File: src/rtl/hex_display_master.sv
//==============================================================================
// Module      : hex_display_master
// Description : Avalon-MM write initiator that converts a packed hex value to
//               seven-segment codes and writes one code per HEX PIO slave.
// Revision    : 1.0 - initial release
//==============================================================================
`timescale 1ns/1ps
`default_nettype none

module hex_display_master #(
    parameter int                NUM_DIGITS     = 6,
    parameter int                ADDR_W         = 16,
    parameter logic [ADDR_W-1:0] BASE_ADDR      = '0,
    parameter int                STRIDE         = 16,
    parameter bit                SEG_ACTIVE_LOW = 1'b1
) (
    input  logic                    clk,
    input  logic                    reset_n,
    input  logic                    start,
    input  logic [4*NUM_DIGITS-1:0] value,
    input  logic                    blank_lz,
    output logic [ADDR_W-1:0]       avm_address,
    output logic                    avm_chipselect,
    output logic                    avm_write_n,
    output logic [6:0]              avm_writedata,
    input  logic                    avm_waitrequest,
    output logic                    busy,
    output logic                    done
);

    localparam int                CNT_W      = (NUM_DIGITS > 1) ? $clog2(NUM_DIGITS) : 1;
    localparam int                VAL_W      = 4 * NUM_DIGITS;
    localparam logic [CNT_W-1:0]  LAST_DIGIT = CNT_W'(NUM_DIGITS - 1);
    localparam logic [ADDR_W-1:0] STRIDE_A   = ADDR_W'(STRIDE);
    localparam logic [6:0]        POL_MASK   = {7{SEG_ACTIVE_LOW}};

    typedef enum logic [1:0] {
        ST_IDLE  = 2'd0,
        ST_WRITE = 2'd1,
        ST_DONE  = 2'd2
    } state_t;

    // Active-high map then polarity flip; blank means all segments off.
    function automatic logic [6:0] seg_code(input logic [3:0] nib, input logic blank);
        logic [6:0] on;
        unique case (nib)
            4'h0: on = 7'h3F;
            4'h1: on = 7'h06;
            4'h2: on = 7'h5B;
            4'h3: on = 7'h4F;
            4'h4: on = 7'h66;
            4'h5: on = 7'h6D;
            4'h6: on = 7'h7D;
            4'h7: on = 7'h07;
            4'h8: on = 7'h7F;
            4'h9: on = 7'h6F;
            4'hA: on = 7'h77;
            4'hB: on = 7'h7C;
            4'hC: on = 7'h39;
            4'hD: on = 7'h5E;
            4'hE: on = 7'h79;
            default: on = 7'h71;
        endcase
        if (blank) begin
            on = 7'h00;
        end
        return on ^ POL_MASK;
    endfunction

    state_t            state_q;
    logic [CNT_W-1:0]  digit_q;
    logic [3:0]        nib_q   [NUM_DIGITS];
    logic              blank_q [NUM_DIGITS];
    logic [ADDR_W-1:0] addr_q;
    logic [6:0]        data_q;
    logic              cs_q;
    logic              write_n_q;
    logic              busy_q;
    logic              done_q;

    logic [NUM_DIGITS-1:0] w_blank_in;
    logic [CNT_W-1:0]      digit_d;
    logic [6:0]            code_d;

    // A digit blanks only when it and every more-significant nibble is zero.
    assign w_blank_in[0] = 1'b0;
    generate
        for (genvar gi = 1; gi < NUM_DIGITS; gi++) begin : g_blank
            assign w_blank_in[gi] = blank_lz & ~(|value[VAL_W-1:4*gi]);
        end
    endgenerate

    assign digit_d = digit_q + CNT_W'(1);
    assign code_d  = seg_code(nib_q[digit_d], blank_q[digit_d]);

    always_ff @(posedge clk) begin
        if (!reset_n) begin
            state_q   <= ST_IDLE;
            digit_q   <= '0;
            addr_q    <= '0;
            data_q    <= '0;
            cs_q      <= 1'b0;
            write_n_q <= 1'b1;
            busy_q    <= 1'b0;
            done_q    <= 1'b0;
            for (int i = 0; i < NUM_DIGITS; i++) begin
                nib_q[i]   <= 4'h0;
                blank_q[i] <= 1'b0;
            end
        end else begin
            unique case (state_q)
                ST_IDLE: begin
                    done_q <= 1'b0;
                    if (start) begin
                        for (int i = 0; i < NUM_DIGITS; i++) begin
                            nib_q[i]   <= value[4*i +: 4];
                            blank_q[i] <= w_blank_in[i];
                        end
                        digit_q   <= '0;
                        addr_q    <= BASE_ADDR;
                        data_q    <= seg_code(value[3:0], 1'b0);
                        cs_q      <= 1'b1;
                        write_n_q <= 1'b0;
                        busy_q    <= 1'b1;
                        state_q   <= ST_WRITE;
                    end
                end
                ST_WRITE: begin
                    if (!avm_waitrequest) begin
                        if (digit_q == LAST_DIGIT) begin
                            cs_q      <= 1'b0;
                            write_n_q <= 1'b1;
                            done_q    <= 1'b1;
                            state_q   <= ST_DONE;
                        end else begin
                            // Next digit's address and code land on the same edge.
                            digit_q <= digit_d;
                            addr_q  <= addr_q + STRIDE_A;
                            data_q  <= code_d;
                        end
                    end
                end
                ST_DONE: begin
                    done_q  <= 1'b0;
                    busy_q  <= 1'b0;
                    state_q <= ST_IDLE;
                end
                default: begin
                    cs_q      <= 1'b0;
                    write_n_q <= 1'b1;
                    busy_q    <= 1'b0;
                    done_q    <= 1'b0;
                    state_q   <= ST_IDLE;
                end
            endcase
        end
    end

    assign avm_address    = addr_q;
    assign avm_chipselect = cs_q;
    assign avm_write_n    = write_n_q;
    assign avm_writedata  = data_q;
    assign busy           = busy_q;
    assign done           = done_q;

endmodule

`default_nettype wire

File: config.mk
export PLATFORM = sky130hd
export DESIGN_NAME = hex_display_master
export DESIGN_NICKNAME = d
export VERILOG_FILES = /design/src/rtl/hex_display_master.sv
export SDC_FILE = /design/constraint.sdc
export NUM_CORES = 1
export LEC_CHECK = 0
export ABC_AREA = 1
export ABC_CLOCK_PERIOD_IN_PS = 5550
export BUFFER_PORTS_ARGS = -buffer_cell sky130_fd_sc_hd__buf_2
export CAP_MARGIN = 20
export CELL_PAD_IN_SITES_DETAIL_PLACEMENT = 2
export CELL_PAD_IN_SITES_GLOBAL_PLACEMENT = 2
export CORE_MARGIN = 3
export CORE_UTILIZATION = 35
export CTS_CLUSTER_DIAMETER = 30
export CTS_CLUSTER_SIZE = 8
export DETAILED_ROUTE_END_ITERATION = 10
export PLACE_DENSITY = 0.9
export REMOVE_ABC_BUFFERS = 1
export SLEW_MARGIN = 20
export SYNTH_ARGS = -nofsm -noshare
export SYNTH_HDL_FRONTEND = slang
export SYNTH_SLANG_ARGS = --single-unit
File: constraint.sdc
create_clock -name clk -period 5.55 [get_ports clk]
set_input_delay 0.8325 -clock clk [delete_from_list [all_inputs] [get_ports clk]]
set_output_delay 0.8325 -clock clk [all_outputs]
set_load 0.02 [all_outputs]
Word level (Yosys, flattened, before mapping)
Memories as Yosys holds them, arrays and structs flattened.
Index checks and enable logic that the tools add are counted.

word-level totals
  bits in registers = 32
  output and inout port bits = 27
  memories kept = 4
  bits in writable memories = 30
  ROM bits = 224
  word-level logic and storage cells = 107
  input bits = 29

operators by class
  eq/ne operators = 7
  reduce and logical (&&, ||, !) cells = 13
  $add $sub $neg = 2
  multiplexer cells = 46
  bitwise logic cells = 27

memories
  memory            words  width  rd ports  clocked after Yosys merged registers in  write ports  RTL line  source
  (name not given)  16     7      1         0                                        0            46        unique case (nib)
  (name not given)  16     7      1         0                                        0            46
  nib_q             6      4      1         0                                        6            72        logic [3:0] nib_q [NUM_DIGITS];
  blank_q           6      1      1         0                                        6            73        logic blank_q [NUM_DIGITS];

operators by type and width
  cell                                                             count
  7-bit two-way mux                                                7
  16-bit two-way mux                                               3
  16-bit case mux with 2 select lines                              1
  4-bit two-way mux                                                6
  20-bit OR reduction                                              1
  1-bit two-way mux                                                17
  16-bit by 5-bit adder with 16-bit output, second input constant  1
  16-bit OR reduction                                              1
  7-bit NOT                                                        2
  7-bit case mux with 2 select lines                               1
  1-bit OR                                                         12
  12-bit OR reduction                                              1
  3-bit two-way mux                                                3
  2-bit != test, second input constant                             4
  1-bit NOT                                                        8
  4-bit AND reduction                                              2
  8-bit OR reduction                                               1
  2-bit two-way mux                                                3
  1-bit case mux with 3 select lines                               2
  3-bit case mux with 2 select lines                               1
  2-bit AND reduction                                              3
  1-bit bitwise AND                                                5
  2-bit case mux with 2 select lines                               1
  4-bit OR reduction                                               1
  8 further kinds                                                  8

Logic depth before layout (Yosys ltp)
An unclocked memory read counts as a cell.

  depth in word-level cells = 8
  gate-level depth with buffers = 15
  depth with buffers taken out = 14

Least setup slack after synthesis
Ideal clock, no wire load.

  path kind = input to register
  start point = input port reset_n
  end point = memory blank_q[5], enable pin
  stages = 4
  arrival = 1756 ps
  required time = 5168 ps
  setup slack = 3412 ps
  library setup time = 382 ps
  path buffers = 1
  cell sequence = buf_6 inv_1 nor2_1 inv_1

RTL lines
  item                RTL line  source
  start: declaration  18        input logic reset_n,
  end: declaration    73

==> qor.yml <==
status: "finished clean"
h-tree-depth: 3
fin_worst_skew_ns: 0.01076
ys_types: 39
vias_per_cell: 5.024
register_area_um2: 1411
netlist_area_um2: 3368
hold_violations: 0
slew_violations: 0
critical_path_class: "primary input to flip-flop"
ys_seq_area_share_pct: 41.90
post_cts_resized: 0
critPathSlowestCell: "clkinv_1"
port_buffers: 51
synth_top_area_share_pct: 22.29
clock-sinks: 58
rsz0062_at_grt: "no"
cts_tree: "yes"
dp_cells: 618
p_sw_share_pct: 31.56
clkTransAtPathRegs_ns: 0.07
rows: 35
period_needed_ns: 3.068
synth-seq-cells: 58
required_ns: 5.78
core_um2: 9284
synthFlopType: "dfxtp_1"
multi_input_area_um2: 1620
power_switching_mw: 0.3507
synth.most_common_cell: "nand2_1"
floorplan.initialDensity_pct: 36.28
routed_wl_mm: 11.14
p_leak_nw: 1.810
whs_ns: 0.4493
grt_usage_pct: 21.62
crit_fanout: 28
drv_cap: 0
grt_pass1_vias: 3540
grt_max_degree: 29
synth_largest_area_cell: "edfxtp_1"
hold_path_class: "flip-flop to flip-flop"
post_cts_buffers: 0
grt_overflow: 0
synth_area_leaders: "edfxtp_1, dfxtp_1, nand2_1"
final_nets: 544
fmax_mhz: 326.0
arrival_ns: 3.30
p_total_mw: 1.111
dr_total_vias: 3185
crit_family: "buffers and inverters"
holdBufCountCts: 0
yosys_warnings: 0
fin_setup_tns_ns: 0
postRouteAntennaNets: 0
synthCells: 449
syn2layout_area_growth_pct: 15.75
first_pass_iters: 4
antenna_found_initial: 0
end_kind: "flip-flop"
fin_cells: 634
synth_edf_count: 25
path_cells: "buf_2 -> inv_1 -> nor2_1 -> clkinv_1 -> o21ai_0"
path_buf_inv: 3
startpoint_type: "primary input"
p_comb_share_pct: 19.2
fin_crit_sh_pct: 55.28
pwr-share-seq_pct: 43.8
routabilityCongestion: 0.8252
cts_root_buffer: "clkbuf_8"
tightest_slew_ns: 0.9578
relSlewSlack_pct: 35.75
io_pins: 56
synth.avg_cell_area_um2: 7.502
p_int_mw: 0.7606
synth_common_cells: "nand2_1, inv_1, nor2_1"
diodes: 0
grt_pass1_wl_mm: 18.82
insertion_delay_ns: 0.35
ys_async_sr_fraction_pct: 0
drive_above_1_share_pct: 18.42
wire_per_inst_um: 17.57
critPathMaxStageDelay_ns: 0.93
power_frac_clock_pct: 37.0
ir_drop_mv: 0.1217
powerDensity_nw_per_um2: 285.1
die_area_um2: 10840
finalSetupViolCount: 0
dp_hpwl_mm: 7.821
n_fill_cell: 1116
die_h_um: 104.1
die_w_um: 104.1
cts_inserted_buffers: 9
drtIter0Drc: 102
clk_path_buf_depth: 2
drc: 0
## flip-flops by register name, summed over array words and instances (netlist names), 2 cells and up
name,count
nib_q,24
avm_address,12
blank_q,6
digit_q,3
avm_writedata,7
state_q,2
## metrics by stage
| stage | utilization (%) | worst slack, ns | instance area, um2 |
|---|---|---|---|
| final | 41.99 | 2.482 | 3899 |
| after detailed placement | 39.81 | 2.620 | 3696 |
| after global routing | 41.99 | 2.134 | 3899 |
| after global placement | 39.81 | 2.749 | 3696 |
| after CTS | 41.99 | 2.649 | 3899 |
| after floorplan | - | 3.294 | 3279 |
## cell families (layout without fill, tap and decap cells)
| kind of cell | count (synthesis) | count (layout) | share of synthesized area, % |
|---|---|---|---|
| AOI/OAI and AO/OA | 60 | 60 | 10.14 |
| xor gates and xnor gates | 3 | 3 | 1.003 |
| adders and majority gates | 15 | 15 | 5.572 |
| buffers and inverters | 80 | 133 | 10.33 |
| DFF | 58 | 58 | 41.90 |
| other | 1 | 4 | 0.1113 |
| and+or+nand+nor | 232 | 232 | 30.94 |
## power groups by stage
stage / clock network (mW) / logic (mW) / registers (mW)
floorplan: 0 / 0.130 / 0.501
global placement: 0 / 0.199 / 0.494
detailed placement: 0 / 0.211 / 0.496
CTS: 0.413 / 0.216 / 0.488
global route: 0.437 / 0.243 / 0.490
finish: 0.411 / 0.213 / 0.487
## placed cells by master, fill, tap and decap left out, types with 15 or more instances in the layout
cell type,count
nand2_1,109
inv_1,59
nor2_1,52
buf_2,51
nand3_1,37
dfxtp_1,33
a21oi_1,29
edfxtp_1,25
o21ai_0,18
ha_1,15
## final cells by class
| class | instances | area share (%) |
|---|---|---|
| inverters | 66 | 6.354 |
| clock buffers | 15 | 5.071 |
| flip-flops and latches | 58 | 36.20 |
| multi-input cells | 314 | 41.56 |
| clock inverters | 1 | 0.1284 |
| well taps | 129 | 4.140 |
| repair buffers | 51 | 6.547 |
## routing by layer
metal  global-route usage, %  vias up  share of wire [%]
met4                   5.223        0                1.3
met5                       0        -                  0
met2                   38.90       48                 52
met3                   3.724       13                2.2
li1                        -     1545                  -
met1                   26.84     1579                 44
## worst paths after layout
kind	start	to	slack, ns	cells after the start
min reg2reg	done$_SDFFE_PN0P_	done$_SDFFE_PN0P_	0.45	2
max	reset_n	blank_q[2]$_DFF_P_	2.48	5
min	done$_SDFFE_PN0P_	done$_SDFFE_PN0P_	0.45	2
max reg2reg	state_q[0]$_SDFFE_PN0P_	blank_q[2]$_DFF_P_	2.55	6
## tightest hold or removal path, stage by stage (launching register included)
cell and delay, ns:
dfxtp_1 0.31, inv_1 0.04, a21oi_1 0.05
(Power assumes the default switching activity.)
